`src/rtl/pc_redirect_unit_if.sv`:
```
// rtl/pc_redirect_unit_if.sv - pipeline-side bundle for the fetch PC unit
interface pc_redirect_unit_if #(
  parameter int CNT_W = 32
);
  logic             run_en;
  logic             stall_if;
  logic             branch;
  logic             is_btype_ex;
  logic             jal_ex;
  logic             jalr_ex;
  logic [31:0]      br_target;
  logic [31:0]      jalr_target;
  logic             halt_ex;
  logic [31:0]      pc_if;
  logic [31:0]      pc_plus4;
  logic             flush_id;
  logic             flush_ex;
  logic             halted;
  logic [CNT_W-1:0] br_cnt;
  logic [CNT_W-1:0] br_taken_cnt;

  // pipeline / debug side drives the EX decisions and observes fetch state
  modport master (
    output run_en, stall_if, branch, is_btype_ex, jal_ex, jalr_ex,
           br_target, jalr_target, halt_ex,
    input  pc_if, pc_plus4, flush_id, flush_ex, halted, br_cnt, br_taken_cnt
  );

  modport slave (
    input  run_en, stall_if, branch, is_btype_ex, jal_ex, jalr_ex,
           br_target, jalr_target, halt_ex,
    output pc_if, pc_plus4, flush_id, flush_ex, halted, br_cnt, br_taken_cnt
  );
endinterface

```
`src/rtl/pc_redirect_unit.sv`:
```
// rtl/pc_redirect_unit.sv - IF-stage PC register with EX redirects, halt state and branch counters
module pc_redirect_unit #(
  parameter logic [31:0] RESET_PC = 32'h0000_3000,
  parameter int          CNT_W    = 32
) (
  input  logic          clk,
  input  logic          rstn,
  pc_redirect_unit_if.slave bus
);

  typedef enum logic [1:0] {
    ST_RESET = 2'd0,
    ST_RUN   = 2'd1,
    ST_HALT  = 2'd2
  } state_t;

  state_t           state, state_nxt;
  logic [31:0]      pc, pc_nxt;
  logic [31:0]      target;
  logic             active;
  logic             redirect;
  logic             halt_go;
  logic [CNT_W-1:0] br_cnt, br_taken_cnt;

  assign active   = bus.run_en && (state == ST_RUN);
  assign halt_go  = active && bus.halt_ex;
  assign redirect = active && !bus.halt_ex &&
                    (bus.branch || bus.jal_ex || bus.jalr_ex);

  // JALR clears bit 0 of the computed address; branch/JAL targets pass through
  assign target = bus.jalr_ex ? (bus.jalr_target & ~32'd1) : bus.br_target;

  always_ff @(posedge clk or negedge rstn) begin
    if (!rstn) begin
      state <= ST_RESET;
      pc    <= RESET_PC;
    end else begin
      state <= state_nxt;
      pc    <= pc_nxt;
    end
  end

  always_comb begin
    state_nxt = state;
    pc_nxt    = pc;
    case (state)
      ST_RESET: state_nxt = ST_RUN;
      ST_RUN: begin
        if (bus.run_en) begin
          if (bus.halt_ex) begin
            state_nxt = ST_HALT;
          end else if (redirect) begin
            pc_nxt = target;
          end else if (!bus.stall_if) begin
            pc_nxt = pc + 32'd4;
          end
        end
      end
      ST_HALT: state_nxt = ST_HALT;
      default: state_nxt = ST_RESET;
    endcase
  end

  // statistics only see branches that actually resolve while running
  always_ff @(posedge clk or negedge rstn) begin
    if (!rstn) begin
      br_cnt       <= '0;
      br_taken_cnt <= '0;
    end else if (active && bus.is_btype_ex) begin
      br_cnt <= br_cnt + CNT_W'(1);
      if (bus.branch) begin
        br_taken_cnt <= br_taken_cnt + CNT_W'(1);
      end
    end
  end

  assign bus.pc_if        = pc;
  assign bus.pc_plus4     = pc + 32'd4;
  assign bus.flush_id     = redirect || halt_go;
  assign bus.flush_ex     = redirect || halt_go;
  assign bus.halted       = (state == ST_HALT);
  assign bus.br_cnt       = br_cnt;
  assign bus.br_taken_cnt = br_taken_cnt;

endmodule

```
`src/flat_wrapper.sv`:
```
// flat-port wrapper written by rule: the top's interface ports become plain ports
module pc_redirect_unit_flat 
#(
  parameter logic [31:0] RESET_PC = 32'h0000_3000,
  parameter int          CNT_W    = 32
)
  (clk, rstn, bus_run_en, bus_stall_if, bus_branch, bus_is_btype_ex, bus_jal_ex, bus_jalr_ex, bus_br_target, bus_jalr_target, bus_halt_ex, bus_pc_if, bus_pc_plus4, bus_flush_id, bus_flush_ex, bus_halted, bus_br_cnt, bus_br_taken_cnt);
  pc_redirect_unit_if #(.CNT_W(CNT_W)) bus_i ();
  input  logic clk;
  input  logic rstn;
  input wire logic [$bits(bus_i.run_en)-1:0] bus_run_en;
  input wire logic [$bits(bus_i.stall_if)-1:0] bus_stall_if;
  input wire logic [$bits(bus_i.branch)-1:0] bus_branch;
  input wire logic [$bits(bus_i.is_btype_ex)-1:0] bus_is_btype_ex;
  input wire logic [$bits(bus_i.jal_ex)-1:0] bus_jal_ex;
  input wire logic [$bits(bus_i.jalr_ex)-1:0] bus_jalr_ex;
  input wire logic [$bits(bus_i.br_target)-1:0] bus_br_target;
  input wire logic [$bits(bus_i.jalr_target)-1:0] bus_jalr_target;
  input wire logic [$bits(bus_i.halt_ex)-1:0] bus_halt_ex;
  output wire logic [$bits(bus_i.pc_if)-1:0] bus_pc_if;
  output wire logic [$bits(bus_i.pc_plus4)-1:0] bus_pc_plus4;
  output wire logic [$bits(bus_i.flush_id)-1:0] bus_flush_id;
  output wire logic [$bits(bus_i.flush_ex)-1:0] bus_flush_ex;
  output wire logic [$bits(bus_i.halted)-1:0] bus_halted;
  output wire logic [$bits(bus_i.br_cnt)-1:0] bus_br_cnt;
  output wire logic [$bits(bus_i.br_taken_cnt)-1:0] bus_br_taken_cnt;
  assign bus_i.run_en = bus_run_en;
  assign bus_i.stall_if = bus_stall_if;
  assign bus_i.branch = bus_branch;
  assign bus_i.is_btype_ex = bus_is_btype_ex;
  assign bus_i.jal_ex = bus_jal_ex;
  assign bus_i.jalr_ex = bus_jalr_ex;
  assign bus_i.br_target = bus_br_target;
  assign bus_i.jalr_target = bus_jalr_target;
  assign bus_i.halt_ex = bus_halt_ex;
  assign bus_pc_if = bus_i.pc_if;
  assign bus_pc_plus4 = bus_i.pc_plus4;
  assign bus_flush_id = bus_i.flush_id;
  assign bus_flush_ex = bus_i.flush_ex;
  assign bus_halted = bus_i.halted;
  assign bus_br_cnt = bus_i.br_cnt;
  assign bus_br_taken_cnt = bus_i.br_taken_cnt;
  pc_redirect_unit #(.RESET_PC(RESET_PC), .CNT_W(CNT_W)) u_core (.clk(clk), .rstn(rstn), .bus(bus_i));
endmodule
```
`config.mk`:
```
export PLATFORM = sky130hd
export DESIGN_NAME = pc_redirect_unit_flat
export DESIGN_NICKNAME = d
export VERILOG_FILES = /design/src/rtl/pc_redirect_unit_if.sv /design/src/rtl/pc_redirect_unit.sv /design/src/flat_wrapper.sv
export SDC_FILE = /design/constraint.sdc
export NUM_CORES = 1
export LEC_CHECK = 0
export CAP_MARGIN = 40
export CORE_AREA = 2 2 136 138
export CTS_CLUSTER_SIZE = 24
export DETAILED_ROUTE_END_ITERATION = 7
export DIE_AREA = 0 0 138 140
export GPL_ROUTABILITY_DRIVEN = 0
export PLACE_DENSITY = 0.7
export SKIP_CTS_REPAIR_TIMING = 1
export SYNTH_ARGS = -nofsm -noshare
export SYNTH_HDL_FRONTEND = slang
export SYNTH_SLANG_ARGS = --single-unit
```
`constraint.sdc`:
```
create_clock -name clk -period 3.1 [get_ports clk]
set_clock_uncertainty 0.05 [all_clocks]
set_input_delay 0.31 -clock clk [delete_from_list [all_inputs] [get_ports clk]]
set_output_delay 0.31 -clock clk [all_outputs]
set_load 0.01 [all_outputs]
```
== Word level (Yosys, flattened, before mapping) ==
Index checks and enable logic that the tools add are counted.
Word-level totals
  flip-flop bits (word level): 98
  bits of input ports: 73
  output and inout bits: 131
  word-level logic and storage cells: 32
Cells by class
  add/sub/neg operators: 3
  equality and inequality tests: 5
  muxes and demuxes: 6
  bitwise logic cells: 1
  reductions and logical operators: 13
Operators with widths (number)
  2-to-1 mux 32 bit: 3
  adder 32 x 1 -> 32 bit (second input constant): 2
  adder 32 x 3 -> 32 bit (second input constant): 1
  case mux 2 bit (3 select lines): 1
  logical AND 1 bit: 5
  2-to-1 mux 2 bit: 2
  != test 2 bit (second input constant): 2
  AND reduction 2 bit: 2
  AND reduction 4 bit: 1
  logical OR 1 bit: 3
  == test 2 x 1 -> 1 bit (second input constant): 1
  == test 2 bit (second input constant): 1
  zero test 2 bit: 1
  != test 2 x 1 -> 1 bit (second input constant): 1
  zero test 1 bit: 1
  NOT 1 bit: 1

== Logic depth before layout (Yosys ltp) ==
  depth in word-level cells: 6
  gate-level depth with buffers: 8
  depth with buffers taken out: 7

== Worst setup path after synthesis ==
Ideal clock, no wire load.
  kind: flip-flop to output port
  start point: register u_core.pc[12], in the netlist u_core.bus.pc_if[12]
  end point: output port bus_pc_plus4[25]
  arrival: 1929 ps
  data required time: 2740 ps
  path slack: 811 ps
  cell stages (with the launch flop): 6
  path buffers: 0
  cells stage by stage: dfstp_2 > nand3_2 > or4_4 > nor3_1 > nand4_1 > xnor2_1
On the way
  word-level cells in the longest chain between the ends: 1
RTL lines
  from (decl): line pc_redirect_unit.sv:18  | logic [31:0] pc, pc_nxt;
  from (signal assigned): line pc_redirect_unit.sv:39  | pc <= pc_nxt;
  adder 32 x 3 -> 32 bit: line pc_redirect_unit.sv:78  | assign bus.pc_plus4 = pc + 32'd4;
  to (decl): line flat_wrapper.sv:21  | output wire logic [$bits(bus_i.pc_plus4)-1:0] bus_pc_plus4;
Every way passes these cells.

== Worst setup path in the final report ==
  start point: register u_core.pc[16], in the netlist u_core.bus.pc_if[16]
  end point: output port bus_pc_plus4[25]
Same word-level chain as after synthesis.

==> results.md <==
- Outcome: finished, violations left
- Failing checks: hold timing
- Overall Global Routing Usage: 0.191
- Crit. End Element: output port
- Root Driver: clkbuf_16
- Post-DRT Antenna Nets: 0
- Initial Utilization: 0.317
- First-pass GRT wire length: 29.3 mm
- Vias post-DR: 5486
- IO buf count: about 200
- Drt first pass iters: 4
- CTS tree: yes
- Hold Worst Slack: -14.8 ps
- Clock Latency Late Sink: 340 ps
- Worst Tran Pin Value: around 750 ps
- Final setup fails: 0
- Wire length per cell: 17.8 um
- 1st-iter DRT viols: 266
- Period minus WS final: between 3000 and 4000 ps
- Synth Instances: 601
- P_leak: roughly 3.5 nW
- P&R area growth vs syn: 50.6%
- Slew Limit Headroom: 0.500
- H-tree depth: 3
- Hold Vio Cnt, Final: 33
- CP Buf/Inv Count: 1
- Clock Pin Slew Worst Setup and Hold Paths: 70 ps
- Delay-heaviest family, CP: simple AND/OR/NAND/NOR gates
- RSZ-0062 raised after global routing: true
- Final period util: 0.992
- Final core utilization: 0.477
- CTS Buf Count: 9
- VDD IR max: around 340 uV
- Row cnt: 49
- Synth Warn #: 0
- Layout cells sized above 1: 0.0911
- Peak Freq: around 330 MHz
- Critical path peak fanout: 6
- Share of the yosys chip area belonging to registers: 0.436
- Initial antenna violation count: 0
- GRT overflow: 0
- Die Span Y: 140 um
- Hold WC Path Type: primary input to asynchronous set/reset pin
- Unique masters post-synth: 61
- Num Clock Sinks: 98
- Die area: 0.0193 mm2
- Post-Syn Area: roughly 0.0056 mm2
- Critical setup path kind: flip-flop to output port
- # nets final: approximately 900
- Critical Path AT: 2710 ps
- Post-DP HPWL: approximately 14 mm
- Worst Setup Start Kind: flip-flop
- Top-area cell type share of the netlist area: 0.427
- Core area: 0.0178 mm2
- Slowest-stage cell, CP: or4_4
- Mapped Avg Cell Area: 9.37 um2
- Boundary Pins: 204
- CP cell instances: nand4_4 -> or4_4 -> nor3_4 -> nand4_1 -> xnor2_1 -> clkdlybuf4s50_1
- Largest cells by area after synthesis: dfrtp_1 (43%), xnor2_1 (11%), nand2_1 (4.6%), nand4_1 (3.6%), nand3_1 (3.0%)
- Die X: between 100 and 150 um
- Vias per cell: 5.21
- Number of synthesized register bits: 98
- Max incr delay on CP: 630 ps
- Total power: 5.65 mW
- Syn_nets: 680
- Number of synthesized flops with an enable pin: 0
- Cell Pwr Density: 666 mW/mm2
- Pin count of the biggest net entering global routing: 56
- Clock tree buffer depth: 2
- Routed WL: approximately 19 mm
- Max_cap viols: 0
- Worst path required time: 2740 ps
- Vias in the first global route: 5394
- Slew Viols, Final: 0
- Diode count: 0
- Post-synth ARST share: 1.00
- # DRC: 0
- Area leader, netlist: dfrtp_1
- Main synth FF type: dfrtp_1
power breakdown:
part | switching (mW) | leakage (nW) | internal, mW
clock | 0.516 | 0.168 | 0.798
combinational | 1.05 | 2.04 | 1.32
sequential | 0.423 | 1.27 | 1.54
sequential cells by signal (all words and copies together), names as in the netlist:
signal,cells
u_core.state,2
u_core.bus.br_taken_cnt,32
u_core.bus.br_cnt,32
u_core.bus.pc_if,32
routing by layer:
metal	wire [um]	track usage	up-vias
met2	8770	0.310	210
met4	320	0.0569	0
met3	1330	0.0393	19
li1	-	-	2614
met1	8290	0.258	2643
met5	0	0	-
worst register-to-register path, cell delays in order, from the launching register on:
cell	delay [ps]
dfrtp_1	390
inv_1	80
ha_1	240
and3_1	420
nand4_1	260
nor3_1	290
buf_4	180
nand4_1	120
xnor2_1	160
final cells by class:
class | count | area, um2
fill | 1705 | 9300
multi-input combinational | 463 | 3050
sequential | 98 | 2460
timing repair buffer | 235 | 2290
tap | 229 | 287
clock buffer | 9 | 225
clock inverter | 7 | 126
inverter | 11 | 41.3
cell usage in the layout, fill, tap and decap left out, drive strengths merged, types with 3 or more instances in the layout:
master / n
clkbuf: 9
o21ai: 18
xor2: 18
nand3: 36
o22a: 5
bufinv: 3
clkdlybuf4s50: 195
nand4: 33
nor3: 18
o211a: 3
ha: 6
mux2: 6
or3: 5
clkinv: 3
dfrtp: 96
and4: 11
a211oi: 5
a22oi: 3
xnor2: 72
a31oi: 3
dlymetal6s2s: 6
o22ai: 11
and3: 16
nand2: 69
a21oi: 28
nor4: 9
a311oi: 3
inv: 11
buf: 34
o31ai: 3
nor2: 42
nor3b: 3
mux2i: 8
kinds of logic after synthesis:
logic type,after synthesis,share of synthesized area
AND/OR/NAND/NOR,251,0.234
AO/OA/AOI/OAI,102,0.120
flip-flops,98,0.436
XOR/XNOR,90,0.140
buffers and inverters,40,0.0296
multiplexers,14,0.0262
adder cells (fa/ha/maj),6,0.0133
worst paths after layout:
check | start | slack, ps | end | cells past startpoint
max | u_core.bus.pc_if[16] | 30 | bus_pc_plus4[25] | 6
min | rstn | -10 | u_core.bus.br_cnt[12] | 1
max reg2reg | u_core.state[1] | 800 | u_core.bus.br_cnt[29] | 8
min reg2reg | u_core.bus.br_taken_cnt[31] | 410 | u_core.bus.br_taken_cnt[31] | 1
max in group asynchronous | rstn | 2320 | u_core.bus.br_taken_cnt[24] | 2
min in group clk | u_core.bus.br_taken_cnt[31] | 410 | u_core.bus.br_taken_cnt[31] | 1
Yosys cell counts (2+ instances only):
cell and instances:
nor4_1 7, xor2_1 18, mux2i_1 8, and4_1 11, xnor2_1 72, nand2_1 69, o22ai_1 11, nor3b_1 3
a211oi_1 5, a31oi_1 3, o31ai_1 3, a21oi_1 28, or3_1 5, ha_1 6, clkbuf_1 20, and3_1 16
dfstp_2 2, nand3_1 34, nand3_2 2, a2bb2oi_1 2, a311oi_1 3, a22oi_1 3, nor3_1 18, o211ai_1 2
nor2_1 42, and2_1 2, o221ai_1 2, buf_2 4, nand4_1 32, buf_1 2, dfrtp_1 96, o21ai_0 17
mux2_2 6, a41oi_1 2, inv_1 10, buf_4 3, o22a_1 5, o211a_1 3, a221oi_1 2
stage by stage:
step           setup slack, ps  hold WS [ps]  TNS [ps]  area [um2]  cells
2_1_floorplan              811         -35.6         0        5630    601
3_3_place_gp               235           384         0        8050   1032
3_5_place_dp               173           389         0        8050   1032
4_1_cts                   -213          10.1      -612        8400   1048
5_1_grt                  -83.1          47.0     -83.1        8480   1052
6_report                  25.1         -14.8         0        8480   1052
(Power assumes the default switching activity.)
